**config.mk**
```make
export PLATFORM = sky130hd
export DESIGN_NAME = mem_access_unit
export DESIGN_NICKNAME = d
export VERILOG_FILES = /design/src/rtl/mem_pkg.sv /design/src/rtl/load_extend.sv /design/src/rtl/mem_access_unit.sv
export SDC_FILE = /design/constraint.sdc
export NUM_CORES = 1
export LEC_CHECK = 0
export CORE_ASPECT_RATIO = 1.5
export CORE_UTILIZATION = 32
export DETAILED_ROUTE_END_ITERATION = 7
export GPL_TIMING_DRIVEN = 0
export SETUP_SLACK_MARGIN = 0.1
export SLEW_MARGIN = 5
export SYNTH_ARGS = -nofsm -noshare
export SYNTH_HDL_FRONTEND = slang
export SYNTH_SLANG_ARGS = --single-unit
```
**constraint.sdc**
```tcl
create_clock -name clk_i -period 1.8 [get_ports clk_i]
set_clock_uncertainty 0.05 [all_clocks]
set_input_delay 0.27 -clock clk_i [delete_from_list [all_inputs] [get_ports clk_i]]
set_output_delay 0.27 -clock clk_i [all_outputs]
set_load 0.02 [all_outputs]
```
**src/rtl/mem_pkg.sv**
```systemverilog
`default_nettype none
// ============================================================================
// Module      : mem_pkg
// Description : Shared funct3 encodings and FSM state type for the
//               memory-stage load/store unit.
// Revision    : 1.0 - initial release
// ============================================================================
package mem_pkg;

  // RV32I load encodings
  localparam logic [2:0] F3_LB  = 3'b000;
  localparam logic [2:0] F3_LH  = 3'b001;
  localparam logic [2:0] F3_LW  = 3'b010;
  localparam logic [2:0] F3_LBU = 3'b100;
  localparam logic [2:0] F3_LHU = 3'b101;

  // RV32I store encodings
  localparam logic [2:0] F3_SB  = 3'b000;
  localparam logic [2:0] F3_SH  = 3'b001;
  localparam logic [2:0] F3_SW  = 3'b010;

  typedef enum logic [1:0] {
    IDLE = 2'd0,
    REQ  = 2'd1,
    RESP = 2'd2
  } mem_state_t;

endpackage : mem_pkg
`default_nettype wire

```
**src/rtl/load_extend.sv**
```systemverilog
`default_nettype none
// ============================================================================
// Module      : load_extend
// Description : Selects the addressed byte/half of a read word and sign- or
//               zero-extends it according to the load funct3.
// Revision    : 1.0 - initial release
// ============================================================================
module load_extend
  import mem_pkg::*;
(
  input  logic [31:0] rdata,
  input  logic [1:0]  offset,
  input  logic [2:0]  funct3,
  output logic [31:0] data_ext
);

  logic [7:0]  w_byte;
  logic [15:0] w_half;

  // Lane selection followed by extension; unknown funct3 passes the word through
  always_comb begin
    w_byte   = 8'h00;
    w_half   = offset[1] ? rdata[31:16] : rdata[15:0];
    data_ext = rdata;
    case (offset)
      2'd0:    w_byte = rdata[7:0];
      2'd1:    w_byte = rdata[15:8];
      2'd2:    w_byte = rdata[23:16];
      default: w_byte = rdata[31:24];
    endcase
    case (funct3)
      F3_LB:   data_ext = {{24{w_byte[7]}}, w_byte};
      F3_LBU:  data_ext = {24'h000000, w_byte};
      F3_LH:   data_ext = {{16{w_half[15]}}, w_half};
      F3_LHU:  data_ext = {16'h0000, w_half};
      default: data_ext = rdata;
    endcase
  end

endmodule : load_extend
`default_nettype wire

```
**src/rtl/mem_access_unit.sv**
```systemverilog
`default_nettype none
// ============================================================================
// Module      : mem_access_unit
// Description : Memory-stage load/store unit. Issues one request/grant/
//               response bus access per load or store, stalls upstream while
//               busy and returns extended load data to writeback.
// Revision    : 1.0 - initial release
// ============================================================================
module mem_access_unit
  import mem_pkg::*;
#(
  parameter int DATA_WIDTH = 32,
  parameter int ADDR_WIDTH = 32
) (
  input  logic                  clk_i,
  input  logic                  rst_ni,
  input  logic [ADDR_WIDTH-1:0] ALUResultM_i,
  input  logic [DATA_WIDTH-1:0] WriteDataM_i,
  input  logic                  MemReadM_i,
  input  logic                  MemWriteM_i,
  input  logic [2:0]            Funct3M_i,
  input  logic [4:0]            RdM_i,
  input  logic                  ValidM_i,
  output logic                  req_o,
  output logic                  we_o,
  output logic [ADDR_WIDTH-1:0] addr_o,
  output logic [DATA_WIDTH-1:0] wdata_o,
  output logic [3:0]            be_o,
  input  logic                  gnt_i,
  input  logic                  rvalid_i,
  input  logic [DATA_WIDTH-1:0] rdata_i,
  output logic [DATA_WIDTH-1:0] ReadDataM_o,
  output logic [4:0]            RdW_o,
  output logic                  DoneM_o,
  output logic                  StallM_o,
  output logic                  FaultM_o
);

  mem_state_t            r_state;
  logic [4:0]            r_rd;
  logic [2:0]            r_funct3;
  logic [1:0]            r_off;

  logic                  w_start;
  logic                  w_is_store;
  logic                  w_bad;
  logic [1:0]            w_off;
  logic [3:0]            w_be;
  logic [DATA_WIDTH-1:0] w_wdata;
  logic [DATA_WIDTH-1:0] w_ext;

  assign w_off      = ALUResultM_i[1:0];
  assign w_is_store = MemWriteM_i;
  assign w_start    = (r_state == IDLE) && ValidM_i && (MemReadM_i || MemWriteM_i);
  // The start cycle itself must already freeze upstream
  assign StallM_o   = (r_state != IDLE) || w_start;

  // Legality check, byte enables and lane-replicated store data
  always_comb begin
    w_bad   = 1'b0;
    w_be    = 4'b1111;
    w_wdata = WriteDataM_i;
    if (w_is_store) begin
      case (Funct3M_i)
        F3_SB: begin
          w_be    = 4'b0001 << w_off;
          w_wdata = {4{WriteDataM_i[7:0]}};
        end
        F3_SH: begin
          w_bad   = w_off[0];
          w_be    = 4'b0011 << w_off;
          w_wdata = {2{WriteDataM_i[15:0]}};
        end
        F3_SW:   w_bad = (w_off != 2'b00);
        default: w_bad = 1'b1;
      endcase
    end else begin
      case (Funct3M_i)
        F3_LB, F3_LBU: w_be = 4'b0001 << w_off;
        F3_LH, F3_LHU: begin
          w_bad = w_off[0];
          w_be  = 4'b0011 << w_off;
        end
        F3_LW:   w_bad = (w_off != 2'b00);
        default: w_bad = 1'b1;
      endcase
    end
  end

  load_extend u_load_extend (
    .rdata    (rdata_i),
    .offset   (r_off),
    .funct3   (r_funct3),
    .data_ext (w_ext)
  );

  // Access FSM with registered bus and completion outputs
  always_ff @(posedge clk_i or negedge rst_ni) begin
    if (!rst_ni) begin
      r_state     <= IDLE;
      r_rd        <= 5'd0;
      r_funct3    <= 3'd0;
      r_off       <= 2'd0;
      req_o       <= 1'b0;
      we_o        <= 1'b0;
      addr_o      <= '0;
      wdata_o     <= '0;
      be_o        <= 4'b0000;
      ReadDataM_o <= '0;
      RdW_o       <= 5'd0;
      DoneM_o     <= 1'b0;
      FaultM_o    <= 1'b0;
    end else begin
      DoneM_o  <= 1'b0;
      FaultM_o <= 1'b0;
      case (r_state)
        IDLE: begin
          if (w_start) begin
            if (w_bad) begin
              // Rejected before reaching the bus; completes as a fault
              DoneM_o  <= 1'b1;
              FaultM_o <= 1'b1;
              RdW_o    <= RdM_i;
            end else begin
              req_o    <= 1'b1;
              we_o     <= w_is_store;
              addr_o   <= {ALUResultM_i[ADDR_WIDTH-1:2], 2'b00};
              be_o     <= w_be;
              wdata_o  <= w_wdata;
              r_rd     <= RdM_i;
              r_funct3 <= Funct3M_i;
              r_off    <= w_off;
              r_state  <= REQ;
            end
          end
        end
        REQ: begin
          if (gnt_i) begin
            req_o <= 1'b0;
            if (we_o) begin
              DoneM_o <= 1'b1;
              RdW_o   <= r_rd;
              r_state <= IDLE;
            end else begin
              r_state <= RESP;
            end
          end
        end
        RESP: begin
          if (rvalid_i) begin
            ReadDataM_o <= w_ext;
            DoneM_o     <= 1'b1;
            RdW_o       <= r_rd;
            r_state     <= IDLE;
          end
        end
        default: r_state <= IDLE;
      endcase
    end
  end

endmodule : mem_access_unit
`default_nettype wire
```
==> results of run 1 <==
## worst max-delay path, delay by kind of cell, from the launching register on
family	cells	cell delay (ns)
compound gates	4	0.70
buf+inv	3	0.38
flops	1	0.39
fa+ha+maj	1	0.15
## per-layer routing
layer	vias to the layer above	share of wire [%]	global-route usage [%]
met3	49	5.7	5.20
met4	0	4.1	10.6
met5	-	0	0
li1	2697	-	-
met1	2692	38	24.9
met2	198	53	40.8
## sequential cells by signal, summed over array words and instances (netlist names)
signal / flops
r_state: 2
addr_o: 30
be_o: 4
ReadDataM_o: 32
req_o: 1
DoneM_o: 1
r_funct3: 3
FaultM_o: 1
r_off: 2
RdW_o: 5
r_rd: 5
we_o: 1
wdata_o: 32
## stage by stage
stage	setup TNS [ns]	worst slack (ns)	power, mW	cell area [sq um]
2_1_floorplan	0	0.0869	8.50	5840
3_3_place_gp	-604.51	-4.57	11.9	8290
3_5_place_dp	-63.50	-0.716	12.0	8310
4_1_cts	-0.00511	-0.00511	15.3	9490
5_1_grt	-0.283	-0.0369	16.5	9910
6_report	0	0.0467	15.5	9910
## what timing repair did
| action | in CTS | in global routing |
|---|---|---|
| cloned | 7 | 2 |
| endpoints found under the hold margin | 30 | 0 |
| setup buffers | 18 | 10 |
| resized for setup | 228 | 110 |
| pin swaps | 40 | 38 |
| setup endpoints to repair | 209 | 129 |
| hold buffers | 1 | 0 |
## placed cells by master (no fill, tap or decap), drive strengths merged, types with 3 or more instances in the layout
cell / Yosys / final
o21ai: 37 / 37
o31ai: 8 / 8
a211oi: 10 / 10
nor2b: 13 / 13
inv: 10 / 17
dlymetal6s2s: 0 / 15
a31oi: 16 / 16
buf: 25 / 63
dfrtp: 119 / 119
o221a: 6 / 6
mux2i: 21 / 21
o211ai: 6 / 6
clkdlybuf4s50: 0 / 108
and3b: 6 / 6
clkbuf: 16 / 31
a311oi: 7 / 7
nor3: 6 / 6
clkinvlp: 0 / 3
nand3: 20 / 20
a2111oi: 3 / 3
nand3b: 8 / 8
a21oi: 22 / 22
ha: 9 / 9
dlygate4sd2: 0 / 92
clkinv: 0 / 5
nor2: 38 / 38
nand2: 194 / 194
## kinds of logic (layout without fill, tap and decap cells)
| group | Yosys count | count (layout) |
|---|---|---|
| AND/OR/NAND/NOR | 296 | 296 |
| AO/OA/AOI/OAI | 126 | 126 |
| flip-flops | 119 | 119 |
| buffers and inverters | 51 | 336 |
| multiplexers | 24 | 24 |
| adder cells (fa/ha/maj) | 9 | 9 |
| other | 1 | 3 |
## power breakdown
group	switching, mW	internal [mW]	total (mW)
clock network	1.38	1.79	3.16
logic	4.24	3.37	7.61
registers	0.827	3.94	4.77
## worst paths after layout
kind                                              from                          end
worst max-delay path            r_state[1]$_DFFE_PN0P_         RdW_o[1]$_DFFE_PN0P_
worst min-delay path                            rst_ni      wdata_o[18]$_DFFE_PN0P_
worst max register to register  r_state[1]$_DFFE_PN0P_         RdW_o[1]$_DFFE_PN0P_
worst min register to register   addr_o[8]$_DFFE_PN0P_        addr_o[8]$_DFFE_PN0P_
max in group asynchronous                       rst_ni  ReadDataM_o[27]$_DFFE_PN0P_
min in group clk_i                         MemWriteM_i             we_o$_DFFE_PN0P_
## final cells by class
class	instances	share of cell area, %
inverter	10	0.404
tap	213	2.69
sequential	119	30.1
multi-input combinational	457	31.4
clock inverter	15	1.20
timing repair buffer	254	26.0
clock buffer	17	4.29
antenna	1	0.0253
buffer	40	3.89
==> run_results.csv, run 1 <==
group,metric,value,unit
critical_path,reg2reg_setup_slack,0.05,ns
yosys,synth_most_common_cell,"nand2_1",
yosys,post_synth_instance_area,5790,sq um
critical_path,path_cells,"inv_4 > buf_6 > ha_4 > a21boi_4 > a2111oi_4 > buf_4 > a21oi_2 > a31oi_1",
drt,vias_per_cell,5.01,
sta,fin_hold_ws,0.257,ns
sta,rsz0062_at_grt,"yes",
yosys,synthSimpleGateAreaFrac,22.5,%
grt,grt_pass1_wl,32600,um
final_layout,instances_no_fill,1126,
pwr,p_leak,4.73,nW
sta,setup_viol,0,
sta,finalCriticalPeriod,1.75,ns
yosys,synth_top_cells_by_count,"nand2_1, dfrtp_1, nor2_1",
pwr,ir_drop,0.779,mV
final_layout,layout.nets,1019,
yosys,synth_top_family_by_area,"simple AND/OR/NAND/NOR gates",
final_layout,drive_above_1_share,24.2,%
yosys,netlist_instances,626,
cts,cts_sinks,119,
die,die-area,18600,sq um
critical_path,cp-start-kind,"flip-flop",
drt,ant_nets,0,
grt,grt_use_total,22.7,%
die,core,17500,sq um
yosys,yosysWarnings,0,
grt,grt_pass1_vias,5994,
sta,fmax,570,MHz
yosys,ys_seq_area_share,51.4,%
drt,first_pass_iters,8,
drt,vias,5636,
die,io_pins,221,
critical_path,worstPathRequired,2.08,ns
place,portBuffers,218,
critical_path,setup.worst_path.end_class,"flip-flop",
yosys,synth_top_area_share,51.4,%
yosys,postSynth.asyncResetShare,100,%
yosys,synth_compound_area_share,15.5,%
grt,antenna_found_initial,1,
place,dp_hpwl,14700,um
drt,drc_errors,15,
sta,worst_pin_slew,0.626,ns
yosys,synth.ff_latch_count,119,
flow_run,maxCapViolCount,0,
grt,overflow,0,
cts,numCtsBuffers,17,
outcome,violations,"DRC",
place,gp_congestion,0.819,
critical_path,cp.arrival,2.03,ns
outcome,status,"complete, but fails checks",
critical_path,cp_max_fo,5,
final_layout,multi_input_area,3110,sq um
yosys,synth_cell_types,50,
sta,hold_violations,0,
drt,drt_iter0_drc,235,
die,num_rows,59,
drt,wl_per_cell,18.3,um
drt,drt-total-wl,20600,um
yosys,synth_xor_area_share,0,%
critical_path,cpPeakStageDelay,0.39,ns
cts,clk_path_buf_depth,2,
yosys,synth_edf_count,0,
final_layout,syn_to_final_growth,71.1,%
yosys,synthMuxAreaShare,4.41,%
yosys,synth_adder_area_share,1.95,%
place,dp.cells,1059,
pwr,powerDensity,1570,nW/um^2
worst_hold_path,hp-class,"in -> async",
cts,htree_levels,4,
yosys,netlist.top_cell.by_area,"dfrtp_1",
final_layout,seqCellArea,2980,sq um
cts,clk-insertion-delay-late,0.41,ns
sta,period_share,97.4,%
yosys,syn_avg_cell_area,9.25,sq um
final_layout,nFillCells,1566,
sta,maxSlewHeadroom,58.2,%
critical_path,crit_slowest_cell,"dfrtp_2",
cts,clkTransAtPathRegs,0.06,ns
grt,grt_max_degree,90,
yosys,ys.flop_type,"dfrtp_1",
final_layout,finish.utilization,56.6,%
sta,slew_viol_final,0,
die,initial_utilization,33.1,%
critical_path,reg2reg_depth,8,
critical_path,worstSetupPathType,"reg -> reg",
yosys,ys_top_cells_by_area,"dfrtp_1, nand2_1, mux2i_1",
cts,root_buffer,"clkbuf_16",
cts,cts_tree,"yes",
die,die_h,167,um
die,die_w,112,um
No activity file was read; power rests on OpenSTA's default activity.
==> inputs of run 2 (changes only) <==
--- a/config.mk
+++ b/config.mk
@@ -5,7 +5,6 @@
 export SDC_FILE = /design/constraint.sdc
 export NUM_CORES = 1
 export LEC_CHECK = 0
-export CORE_ASPECT_RATIO = 1.5
 export CORE_UTILIZATION = 32
 export DETAILED_ROUTE_END_ITERATION = 7
 export GPL_TIMING_DRIVEN = 0
==> run 2 against run 1 <==
The flow finishes with violations (setup timing). Global-route usage decreased by 0.078 points. Worst hold slack improved by 0.053 ns. Worst setup slack got worse by 0.059 ns. Sequential share of layout area decreased by 0.57 points. Die area about the same. Largest power group unchanged.
==> run_results.csv, run 2 (synthesis results as in run 1) <==
group,metric,value,unit
pwr,clkPwrFrac,24.0,%
critical_path,crit_slowest_cell,"dfrtp_1",
sta,rsz0062_at_grt,"yes",
pwr,p_leak,4.78,nW
final_layout,reg_top3,"ReadDataM_o: 32 flops, wdata_o: 32 flops, addr_o: 30 flops",
die,initial_utilization,33.1,%
pwr,ir_drop,0.758,mV
die,die_w,137,um
final_layout,nFillCells,1548,
drt,ant_nets,0,
die,core,17500,sq um
drt,drt-total-wl,20600,um
grt,grt_max_degree,67,
flow_run,maxCapViolCount,0,
sta,worst_pin_slew,0.686,ns
grt,grt_use_met3,9.96,%
place,gp_congestion,0.887,
place,pre_cts_ws,-0.756,ns
die,num_rows,48,
pwr,p_int,10.0,mW
grt,grt_pass1_vias,5705,
cts,cts_tree,"yes",
die,die-area,18600,sq um
final_layout,layout_common_cells,"nand2_1, dfrtp_1, clkdlybuf4s50_1",
die,io_pins,221,
drt,vias_per_cell,5.04,
sta,period_share,101,%
sta,setup_viol,3,
critical_path,worstPathRequired,2.04,ns
outcome,violations,"setup timing",
drt,drt_iter0_drc,212,
final_layout,syn_to_final_growth,74.5,%
grt,use_met1,27.9,%
critical_path,worstSetupPathType,"reg -> reg",
critical_path,setup.worst_path.end_class,"flip-flop",
final_layout,final_common_cell,"nand2_1",
drt,first_pass_iters,4,
grt,grt_pass1_wl,31400,um
grt,antenna_found_initial,2,
grt,busiest_layer,"met2",
pwr,p_switching,6.22,mW
sta,fin_hold_ws,0.310,ns
final_layout,layout.nets,1024,
pwr,swShare,38.4,%
grt,grt_use_total,22.6,%
pwr,powerDensity,1610,nW/um^2
worst_hold_path,hp-class,"in -> reg",
sta,setup_ws,-0.0120,ns
grt,overflow,0,
drt,drc_errors,0,
place,portBuffers,218,
final_layout,instances_no_fill,1142,
drt,vias,5751,
pwr,p_comb_share,46.3,%
pwr,report.power.total,16.2,mW
sta,fmax,552,MHz
sta,slew_viol_final,0,
grt,use_met2,35.4,%
critical_path,cp_max_fo,7,
drt,wl_per_cell,18.1,um
cts,root_buffer,"clkbuf_16",
outcome,status,"complete, but fails checks",
cts,clk_path_buf_depth,2,
final_layout,drive_above_1_share,24.6,%
cts,clk-insertion-delay-late,0.42,ns
sta,finalCriticalPeriod,1.81,ns
place,dp_hpwl,14200,um
sta,hold_violations,0,
cts,numCtsBuffers,17,
sta,maxSlewHeadroom,54.3,%
critical_path,cpPeakStageDelay,0.39,ns
place,dp.cells,1071,
cts,clkTransAtPathRegs,0.06,ns
pwr,seq_power_share,29.6,%
cts,cts_sinks,119,
critical_path,cp.arrival,2.05,ns
critical_path,path_cells,"inv_2 > ha_4 > buf_8 > o211a_4 > o2111ai_4 > buf_12 > buf_16 > a2111oi_4 > nor2_1",
critical_path,cp-start-kind,"flip-flop",
die,die_h,137,um
cts,htree_levels,4,
-- run 2: timing repair --
action / CTS / global route
setup buffers: 16 / 15
endpoints found under the hold margin: 65 / 0
gates cloned: 7 / 3
endpoints found under the setup margin: 217 / 125
resized for setup: 232 / 115
hold buffers: 1 / 0
pin swaps: 37 / 37
-- run 2: area by class of cell --
| class | count | area [sq um] | area share, % |
|---|---|---|---|
| Antenna cell | 2 | 5.00 | 0.0495 |
| Clock inverter | 8 | 194 | 1.92 |
| Tap cell | 225 | 282 | 2.79 |
| Timing Repair Buffer | 258 | 2590 | 25.6 |
| Multi-Input combinational cell | 457 | 3110 | 30.8 |
| Clock buffer | 22 | 474 | 4.69 |
| Buffer | 41 | 424 | 4.20 |
| Inverter | 10 | 40.0 | 0.396 |
| Sequential cell | 119 | 2980 | 29.5 |
-- run 2: routing by layer --
layer / wire, um / vias up
met5: 0 / -
met4: 346 / 0
met3: 2090 / 26
met2: 9540 / 235
met1: 8640 / 2783
li1: - / 2707
-- run 2: path summary, 6_finish.rpt --
path / from / slack, ns / cells past startpoint / to
min in group asynchronous: rst_ni / 0.35 / 2 / ReadDataM_o[24]$_DFFE_PN0P_
worst max-delay path: r_state[0]$_DFFE_PN0P_ / -0.01 / 9 / be_o[2]$_DFFE_PN0P_
worst min register to register: addr_o[22]$_DFFE_PN0P_ / 0.41 / 2 / addr_o[22]$_DFFE_PN0P_
max in group asynchronous: rst_ni / 0.65 / 3 / wdata_o[31]$_DFFE_PN0P_
worst min-delay path: ALUResultM_i[1] / 0.31 / 3 / r_off[1]$_DFFE_PN0P_
worst max register to register: r_state[0]$_DFFE_PN0P_ / -0.01 / 9 / be_o[2]$_DFFE_PN0P_
-- run 2: metrics by stage --
| stage | setup TNS [ns] | utilization (%) | area (sq um) |
|---|---|---|---|
| 3_5_place_dp | -63.18 | 47.7 | 8330 |
| 5_1_grt | -1.61 | 57.8 | 10100 |
| 3_3_place_gp | -605.79 | 47.5 | 8300 |
| 6_report | -0.0239 | 57.8 | 10100 |
| 2_1_floorplan | 0 | - | 5840 |
| 4_1_cts | -0.00969 | 54.9 | 9590 |
-- run 2: critical path, delay by kind of cell (launching register included) --
family | cells | cell delay (ns)
fa+ha+maj | 1 | 0.14
flops | 1 | 0.39
simple gates | 1 | 0.07
buf+inv | 4 | 0.53
compound gates | 3 | 0.50
-- run 2: power by group through the flow --
stage | sequential (mW) | combinational (mW) | clock, mW
global placement | 4.75 | 7.14 | 0
CTS | 4.73 | 7.03 | 3.96
global route | 4.98 | 8.14 | 4.11
detailed placement | 4.75 | 7.18 | 0
finish | 4.81 | 7.52 | 3.89
floorplan | 6.03 | 2.47 | 0
